File: src/rtl/dm_access_unit.sv
// Pipeline-side initiator for the word-organised data memory: sequences byte/half/word
// loads and stores (read-modify-write for sub-word stores) and returns one response per request.
module dm_access_unit #(
   parameter int ADDR_W   = 16,
   parameter int DM_WORDS = 3072
) (
   input  logic              clk,
   input  logic              res,
   input  logic              req_valid,
   output logic              req_ready,
   input  logic              req_we,
   input  logic [1:0]        req_size,
   input  logic              req_unsigned,
   input  logic [ADDR_W-1:0] req_addr,
   input  logic [31:0]       req_wdata,
   output logic              resp_valid,
   output logic [31:0]       resp_rdata,
   output logic              resp_err,
   output logic              DM_WE,
   output logic [ADDR_W-1:0] DM_addr,
   output logic [31:0]       DM_data,
   input  logic [31:0]       DM_out
);

   typedef enum logic [1:0] {IDLE, READ, WRITE, RESP} state_t;

   state_t            state;
   logic              we_q;
   logic              uns_q;
   logic [1:0]        size_q;
   logic [ADDR_W-1:0] addr_q;
   logic [31:0]       wdata_q;
   logic [31:0]       merge_q;

   function automatic logic req_bad(input logic [1:0] size, input logic [ADDR_W-1:0] addr);
      logic [31:0] widx;
      widx = 32'(addr[ADDR_W-1:2]);
      return (size == 2'd3) ||
             (size == 2'd1 && addr[0]) ||
             (size == 2'd2 && addr[1:0] != 2'b00) ||
             (widx >= 32'(DM_WORDS));
   endfunction

   // Replace only the addressed lane; the other lanes pass through untouched.
   function automatic logic [31:0] merge_lane(input logic [31:0] word, input logic [31:0] wdata,
                                              input logic [1:0] size, input logic [1:0] off);
      logic [31:0] r;
      r = word;
      case (size)
         2'd0:    r[{off, 3'b000} +: 8]     = wdata[7:0];
         2'd1:    r[{off[1], 4'b0000} +: 16] = wdata[15:0];
         default: r = wdata;
      endcase
      return r;
   endfunction

   function automatic logic [31:0] extract_load(input logic [31:0] word, input logic [1:0] size,
                                                input logic [1:0] off, input logic uns);
      logic signed [7:0]  b;
      logic signed [15:0] h;
      logic [31:0]        r;
      b = word[{off, 3'b000} +: 8];
      h = word[{off[1], 4'b0000} +: 16];
      case (size)
         2'd0:    r = {{24{b[7] & ~uns}}, b};
         2'd1:    r = {{16{h[15] & ~uns}}, h};
         default: r = word;
      endcase
      return r;
   endfunction

   // Request fields are captured once at acceptance and held for the whole access.
   always_ff @(posedge clk) begin
      if (state == IDLE && req_valid) begin
         we_q    <= req_we;
         uns_q   <= req_unsigned;
         size_q  <= req_size;
         addr_q  <= req_addr;
         wdata_q <= req_wdata;
      end
   end

   always_ff @(posedge clk) begin
      if (res) begin
         state      <= IDLE;
         resp_valid <= 1'b0;
         resp_rdata <= 32'd0;
         resp_err   <= 1'b0;
         merge_q    <= 32'd0;
      end else begin
         resp_valid <= 1'b0;
         case (state)
            IDLE: begin
               if (req_valid) begin
                  if (req_bad(req_size, req_addr)) begin
                     resp_valid <= 1'b1;
                     resp_err   <= 1'b1;
                     resp_rdata <= 32'd0;
                     state      <= RESP;
                  end else if (req_we && req_size == 2'd2) begin
                     merge_q <= req_wdata;
                     state   <= WRITE;
                  end else begin
                     state <= READ;
                  end
               end
            end
            READ: begin
               if (we_q) begin
                  merge_q <= merge_lane(DM_out, wdata_q, size_q, addr_q[1:0]);
                  state   <= WRITE;
               end else begin
                  resp_valid <= 1'b1;
                  resp_err   <= 1'b0;
                  resp_rdata <= extract_load(DM_out, size_q, addr_q[1:0], uns_q);
                  state      <= RESP;
               end
            end
            WRITE: begin
               resp_valid <= 1'b1;
               resp_err   <= 1'b0;
               resp_rdata <= 32'd0;
               state      <= RESP;
            end
            RESP:    state <= IDLE;
            default: state <= IDLE;
         endcase
      end
   end

   // The DM port is only driven while an access is in flight; a write is squashed under reset.
   assign req_ready = (state == IDLE);
   assign DM_WE     = (state == WRITE) && !res;
   assign DM_addr   = (state == READ || state == WRITE) ? {addr_q[ADDR_W-1:2], 2'b00} : '0;
   assign DM_data   = (state == WRITE) ? merge_q : 32'd0;

endmodule

File: config.mk
export PLATFORM = sky130hd
export DESIGN_NAME = dm_access_unit
export DESIGN_NICKNAME = d
export VERILOG_FILES = /design/src/rtl/dm_access_unit.sv
export SDC_FILE = /design/constraint.sdc
export NUM_CORES = 1
export LEC_CHECK = 0
export ABC_AREA = 1
export BUFFER_PORTS_ARGS = -buffer_cell sky130_fd_sc_hd__buf_2
export CAP_MARGIN = 15
export CORE_ASPECT_RATIO = 1.5
export CORE_MARGIN = 1
export CORE_UTILIZATION = 55
export DETAILED_ROUTE_END_ITERATION = 10
export PLACE_DENSITY = 0.82
export SLEW_MARGIN = 25
export SYNTH_ARGS = -nofsm -noshare
export SYNTH_HDL_FRONTEND = slang
export SYNTH_SLANG_ARGS = --single-unit
File: constraint.sdc
create_clock -name clk -period 2.82 [get_ports clk]
set_input_delay 0.282 -clock clk [delete_from_list [all_inputs] [get_ports clk]]
set_output_delay 0.282 -clock clk [all_outputs]
set_load 0.05 [all_outputs]
**Yosys cells after proc, flatten, opt, wreduce, memory -nomap -nowiden**

Cells that the tools add are included.

- Add/subtract/negate cells: 2
- Multipliers: 0
- Divide/modulo/power cells: 0
- $lt $le $gt $ge: 1
- Equal/unequal tests: 13
- Shift operators: 6
- Mux-type cells: 28
- Bitwise logic cells: 3
- Reductions and logical operators: 17

Operators with widths:

| kind | number |
|---|---|
| 32-bit 2-to-1 mux | 8 |
| 32-bit case mux with 2 select lines | 3 |
| 32-bit case mux with 3 select lines | 1 |
| 32-bit bitwise mux | 2 |
| 16-bit by 7-bit variable shift with 32-bit output, first input constant | 1 |
| 8-bit by 7-bit variable shift with 32-bit output, first input constant | 1 |
| 16-bit by 7-bit variable part select with 32-bit output | 1 |
| 32-bit by 6-bit variable part select with 16-bit output | 1 |
| 32-bit by 6-bit variable part select with 8-bit output | 1 |
| 8-bit by 7-bit variable part select with 32-bit output | 1 |
| 16-bit 2-to-1 mux | 1 |
| 14-bit by 12-bit greater-or-equal comparator with 1-bit output, second input constant | 1 |
| 5-bit negation with 7-bit output | 2 |
| 2-bit equality test, second input constant | 4 |
| 2-bit != test, second input constant | 4 |
| 2-bit case mux with 4 select lines | 1 |
| 1-bit 2-to-1 mux | 7 |
| 2-bit by 1-bit equality test with 1-bit output, second input constant | 3 |
| 2-bit 2-to-1 mux | 3 |
| 1-bit case mux with 3 select lines | 2 |
| 1-bit logical AND | 5 |
| 5-bit AND reduction | 1 |
| 2-bit logical NOT | 2 |
| 1-bit logical OR | 4 |
| other kinds (7) | 10 |

- Register bits after elaboration: 120
- Latch bits: 0
- Memory bits (writable): 0
- Memory bits (read-only): 0
- Input port bits: 87
- Word-level logic and storage cells: 80
- Memories: 0

**Depth between registers and ports, before layout**

Gate-level depths: netlist (run 1).

- Depth after elaboration: 8
- Gate-level depth with buffers: 13
- Mapped depth without buffers: 11

**Least setup slack after synthesis (run 1)**

Ideal clock, no wire load.

- Path kind: flip-flop to flip-flop
- Start: reg state[0]
- End: reg addr_q[0] (enable)
- Setup time: 407 ps
- Arrival: 2160 ps
- Slack: 253 ps
- Cell stages (with the launch flop): 5
- Path buffers: 0
- Clock period less this slack: 2567 ps
- Path through: dfxtp_1 > inv_1 > ha_1 > nand2_1 > inv_1

- Word-level cells in the longest chain between the ends: 2

RTL lines:

| element | RTL line | RTL |
|---|---|---|
| from (decl) | 27 | `state_t state;` |
| from (signal assigned) | 85 | `state <= IDLE;` |
| from (signal assigned) | 99 | `state <= RESP;` |
| from (signal assigned) | 102 | `state <= WRITE;` |
| 2-bit logical NOT | -- |  |
| named net req_ready | 10 | `output logic req_ready,` |
| 1-bit logical AND | 74 | `if (state == IDLE && req_valid) begin` |
| to (signal assigned) | 78 | `addr_q <= req_addr;` |
| to (decl) | 31 | `logic [ADDR_W-1:0] addr_q;` |

The timed path passes the listed nets, and every way through them passes these cells.
A chain may end at the register's enable or synchronous reset.

**Worst setup path after layout (run 1)**

- Start: reg state[1]
- End: reg merge_q[2]

- Word-level cells in the longest chain between the ends: 3

RTL lines:

| element | RTL line | RTL |
|---|---|---|
| 2-bit by 1-bit equality test with 1-bit output or 2-bit logical NOT (tied branches) | 92 | `case (state)` |
| 2-bit != test (no line), or another cell as far along | -- |  |
| 5-bit AND reduction (no line) | -- |  |
| to (signal assigned) | 101 | `merge_q <= req_wdata;` |
| to (signal assigned) | 110 | `merge_q <= merge_lane(DM_out, wdata_q, size_q, addr_q[1:0]);` |
| to (decl) | 33 | `logic [31:0] merge_q;` |

Parallel ways exist; a longest one is shown, timed or not.

==> results of run 1 <==
==> critical path: stages (launching register included) <==
cell and delay (ps):
dfxtp_1 370, inv_1 80, ha_1 230, inv_2 70
buf_4 380, nand2_1 160, nand3_2 510, nand2_1 170
nand2_1 110, nor2_1 40
==> power groups by stage <==
stage | Combinational, mW | Clock (mW) | Sequential, mW
floorplan | 3.04 | 0 | 2.94
global placement | 4.27 | 0 | 2.59
detailed placement | 4.35 | 0 | 2.60
CTS | 4.38 | 2.13 | 2.57
global route | 4.85 | 2.20 | 2.62
finish | 4.41 | 2.11 | 2.58
==> metrics by stage <==
step,util (%),cells,power (mW)
after floorplan,-,1134,5.98
after global placement,63.2,1415,6.86
after detailed placement,63.2,1415,6.95
after CTS,67.5,1447,9.09
after global routing,67.5,1447,9.67
final,67.5,1447,9.10
==> sequential cells by signal, indices dropped and copies added, names as in the netlist <==
register and cells:
resp_valid 1, we_q 1, addr_q 16, uns_q 1, state 2, size_q 2
merge_q 32, wdata_q 32, resp_err 1, resp_rdata 32
==> logic make-up (layout without fill, tap and decap cells) <==
group / count (synthesis) / after routing / synth area share (%)
adders and majority gates: 9 / 9 / 1.52
buffers and inverters: 213 / 367 / 12.0
other: 1 / 2 / 0.0506
DFF: 120 / 120 / 39.4
and+or+nand+nor: 596 / 596 / 33.1
AOI/OAI and AO/OA: 194 / 194 / 13.9
==> final timing paths <==
| kind | start | endpoint | depth (start not counted) |
|---|---|---|---|
| max | state[1] | merge_q[2] | 9 |
| min | req_addr[11] | addr_q[11] | 1 |
| max reg2reg | state[1] | merge_q[2] | 9 |
| min reg2reg | resp_rdata[18] | resp_rdata[18] | 2 |
==> routing by layer <==
| metal | up-vias | part of all wire [%] |
|---|---|---|
| met5 | - | 0 |
| met4 | 0 | 4.8 |
| met3 | 78 | 6.9 |
| met2 | 373 | 49 |
| met1 | 3404 | 39 |
| li1 | 3835 | - |
==> cell type report <==
cell class	count	area [sq um]
clock buffers	17	425
fillers	1232	4250
multi-input cells	801	3610
flip-flops and latches	120	2920
inverters	149	559
repair buffers	186	976
clock inverters	15	141
well taps	159	199
==> layout by cell type (no fill, tap or decap), types with 2 or more instances in the layout <==
master      Yosys  routed
nor2_2          3       3
clkbuf_16       0      17
clkinv_2        0       3
nor2_1        115     115
clkinv_4        0       3
edfxtp_1       52      52
inv_1         141     140
nand2_1       382     382
dfxtp_1        68      68
or2_2          32      32
buf_2          23     168
a21oi_1        99      99
o211ai_1       17      17
inv_2           7       8
clkinvlp_4      0       2
o22ai_1         6       6
buf_4           9      18
ha_1            9       9
o21ai_0        69      69
inv_6           0       5
conb_1          1       2
nand3_1        55      55
==> metrics.yaml, run 1 <==
outcome:
  status: "complete, no violations"
timing:
  setup_ws_ps: 558
  max_freq_mhz: 442
  timing.final.crit_share_pct: 80.2
  maxSlewHeadroom_pct: 49.8
  final_hold_viol_count: 0
  skew_ps: 10.5
  worst_pin_slew_ps: 753
  setup-violations-final: 0
  grt_setup_unrepaired: "no"
  fin_hold_ws_ps: 34.6
  fin_crit_ps: 2260
  finalSetupTns_ps: 0
  final_max_slew_viol_count: 0
place:
  dp_hpwl_um: 16200
  place_ws_ps: 637
  numPortBuffers: 168
  gp_congestion: 1.00
  dpl-instance-area_sq_mm: 0.00826
flow_run:
  drv_cap: 0
critical_path:
  crit_arrival_ps: 2550
  worstPathMaxFanout: 40
  reg2reg_slack_ps: 560
  setup.worst_path.end_class: "flip-flop"
  cp_data_required_time_ps: 3110
  critPathKind: "flip-flop to flip-flop"
  start_kind: "flip-flop"
synth:
  async_reset_ff_share_pct: 0
  ys_top_cells_by_count: "nand2_1 (382), inv_1 (141), nor2_1 (115)"
  ys_ff_latch: 120
  synth_top_cell_by_area: "edfxtp_1"
  yosysSeqAreaShare_pct: 39.4
  synth-main-ff-cell: "dfxtp_1"
  yosysWarnings: 0
  syn_area_sq_mm: 0.00742
  synth_most_common_cell: "nand2_1"
  synth_cells: 1133
  syn_avg_cell_area_sq_um: 6.55
  synth_cell_type_count: 33
  yosysTopAreaCellShare_pct: 21.1
  synth_edf_count: 52
  synth_area_leaders: "edfxtp_1 (21%), nand2_1 (19%), dfxtp_1 (18%)"
clock_network:
  cts_tree: "yes"
  cts_resized: 0
  clock-sinks: 120
  htreeDepth: 4
  clk_latency_ps: 420
  clockRootBuffer: "clkbuf_16"
  clockBufferDepth: 2
  post_cts_buffers: 0
  cts-buffers-inserted: 17
  path_clk_slew_ps: 60
  cts_hold_buf: 0
route:
  dr.pass1.iters: 6
  drt-initial-drc-count: 703
  drc: 0
  viasPerCell: 5.31
  post_drt_wl_per_cell_um: 15.5
  num_vias: 7690
  ant_nets: 0
  totalWireLength_um: 22500
finish:
  antenna_cells: 0
  fin_area_sq_mm: 0.00883
  syn_to_final_growth_pct: 19.0
  nets: 1371
  layout-drive-gt1-share_pct: 20.8
floorplanning:
  die_h_um: 144
  initial_utilization_pct: 56.7
  dieArea_sq_mm: 0.0140
  ios: 171
  rows: 51
  coreArea_sq_mm: 0.0131
  dieWidth_um: 96.8
global_routing:
  grt_max_degree: 58
  antenna_found_initial: 0
  grt_util_met2_pct: 56.8
  grt_use_met3_pct: 6.14
  track_usage_pct: 32.3
  grt_overflow: 0
  grt_pass1_vias: 7224
  use_met1_pct: 37.7
  grt_pass1_wl_um: 35500
  top_usage_layer: "met2"
power_and_ir_drop:
  p_leak_nw: 4.55
  cellPowerDensity_mw_per_mm2: 1030
  comb_power_share_pct: 48.4
  power_frac_clock_pct: 23.2
  switching_power_mw: 4.36
  pwr-share-seq_pct: 28.4
  power.internal_mw: 4.74
  ir_drop_mv: 0.661
  swShare_pct: 47.9
min_path:
  hold_path_class: "primary input to flip-flop"
No activity file was read; power rests on OpenSTA's default activity.
==> inputs of run 2 (changes only) <==
==> constraint.sdc (replaced) <==
create_clock -name clk -period 2.1 [get_ports clk]
set_input_delay 0.21 -clock clk [delete_from_list [all_inputs] [get_ports clk]]
set_output_delay 0.21 -clock clk [all_outputs]
set_load 0.05 [all_outputs]
==> metrics.yaml, run 2 (synthesis gave the netlist of run 1 again) <==
outcome:
  status: "complete, no violations"
finish:
  layout-drive-gt1-share_pct: 20.7
  layout_commonest_cell: "nand2_1"
  mostFrequentLayoutCells: "nand2_1 (382), buf_2 (168), inv_1 (139)"
  multi_input_comb_area_sq_mm: 0.00362
  antenna_cells: 0
  final_core_utilization_pct: 72.6
  nets: 1429
  fillCellCount: 1078
  layout_top_registers: "merge_q x32, resp_rdata x32, wdata_q x32"
  syn_to_final_growth_pct: 28.1
  regArea_sq_mm: 0.00292
timing:
  timing.final.crit_share_pct: 95.5
  setup-violations-final: 0
  grt_setup_unrepaired: "no"
  skew_ps: 6.70
  max_freq_mhz: 499
  finalSetupTns_ps: 0
  maxSlewHeadroom_pct: 59.0
  final_max_slew_viol_count: 0
  worst_pin_slew_ps: 609
  final_hold_viol_count: 0
  fin_crit_ps: 2000
floorplanning:
  die_h_um: 144
  dieArea_sq_mm: 0.0140
  initial_utilization_pct: 56.7
  dieWidth_um: 96.8
  rows: 51
  ios: 171
  coreArea_sq_mm: 0.0131
place:
  numPortBuffers: 168
  gp_congestion: 0.967
  dp_hpwl_um: 16000
power_and_ir_drop:
  p_leak_nw: 4.82
  cellPowerDensity_mw_per_mm2: 1340
  ir_drop_mv: 1.26
critical_path:
  crit_family: "buffers and inverters"
  crit_buf_inv: 4
  crit_arrival_ps: 1790
  setup.worst_path.end_class: "primary output"
  worstPathMaxFanout: 33
  start_kind: "flip-flop"
  worstPathCellList: "inv_1 > ha_1 > buf_12 > nand2_1 > inv_1 > buf_2"
  crit_top_cell: "inv_1"
  critPathKind: "flip-flop to primary output"
  slowest_delay_ps: 350
  cp_data_required_time_ps: 1890
  critPathSlowestCell: "dfxtp_1"
clock_network:
  clockRootBuffer: "clkbuf_16"
  clock-sinks: 120
  cts-buffers-inserted: 17
  path_clk_slew_ps: 70
  cts_tree: "yes"
  clockBufferDepth: 2
  clk_latency_ps: 420
  htreeDepth: 4
  post_cts_buffers: 0
route:
  drt-initial-drc-count: 794
  viasPerCell: 5.41
  drt-met1-wl_um: 9360
  met3_length_um: 1990
  post_drt_wl_per_cell_um: 16.3
  totalWireLength_um: 24500
  highest_layer: "met4"
  num_vias: 8148
  met2WireLength_um: 11900
  ant_nets: 0
  drc: 0
  dr.pass1.iters: 5
global_routing:
  grt_max_degree: 70
  antenna_found_initial: 0
  grt_pass1_wl_um: 38200
  grt_pass1_vias: 7567
  track_usage_pct: 35.0
  grt_overflow: 0
min_path:
  hold_path_class: "primary input to flip-flop"
flow_run:
  drv_cap: 0
## run 2: changes by cell type in the layout (fill, tap and decap cells not counted), sizes merged
| cell | delta |
|---|---|
| clkinv | -4 |
| buf | +8 |
| inv | +3 |
| clkinvlp | +1 |
| dlygate4sd3 | +50 |
## run 2: metal layers
layer | global-route usage (%) | vias up
met2 | 60.3 | 485
met3 | 6.86 | 101
met4 | 20.0 | 0
met1 | 40.9 | 3605
met5 | 0 | -
li1 | - | 3957
## run 2: area by class of cell
cell class / count / share of cell area, %
clock inverters: 15 / 1.66
well taps: 159 / 2.09
clock buffers: 17 / 4.48
inverters: 149 / 5.93
repair buffers: 244 / 17.0
flip-flops and latches: 120 / 30.8
multi-input cells: 801 / 38.1
## run 2: repair_timing
| action | CTS | global route |
|---|---|---|
| hold buffers | 48 | 2 |
| endpoints found under the hold margin | 48 | 2 |
| endpoints found under the setup margin | 0 | 17 |
| resized for setup | 0 | 3 |
## run 2: worst paths after layout
path	endpoint	slack (ps)	from	cells after the start
max reg2reg	merge_q[24]	210	addr_q[1]	11
max	DM_data[18]	100	state[0]	6
min reg2reg	resp_rdata[30]	460	resp_rdata[30]	2
min	size_q[1]	7	req_size[1]	1
## run 2: worst reg2reg max path: cells and delay by family, from the launching register on
kind                     cells  cell delay [ps]
buffers and inverters        2              480
flip-flops                   1              410
adder cells (fa/ha/maj)      1              380
AND/OR/NAND/NOR              8              560
## run 2: per-stage QoR
step / area (sq um) / setup slack, ps / power, mW / instances / hold WS [ps]
floorplan: 7430 / 49.1 / 8.04 / 1134 / 309
global placement: 8400 / 294 / 9.43 / 1423 / 386
detailed placement: 8400 / 264 / 9.50 / 1423 / 388
CTS: 9470 / 83.5 / 12.5 / 1503 / 0.0997
global route: 9500 / 29.6 / 13.5 / 1505 / 2.61
finish: 9500 / 95.4 / 12.8 / 1505 / 6.76
## run 2: where the power goes
| part | internal [mW] | total [mW] | switching (mW) |
|---|---|---|---|
| Combinational | 1.86 | 6.32 | 4.46 |
| Clock | 1.68 | 2.96 | 1.28 |
| Sequential | 3.12 | 3.48 | 0.357 |
| Total | 6.66 | 12.8 | 6.10 |
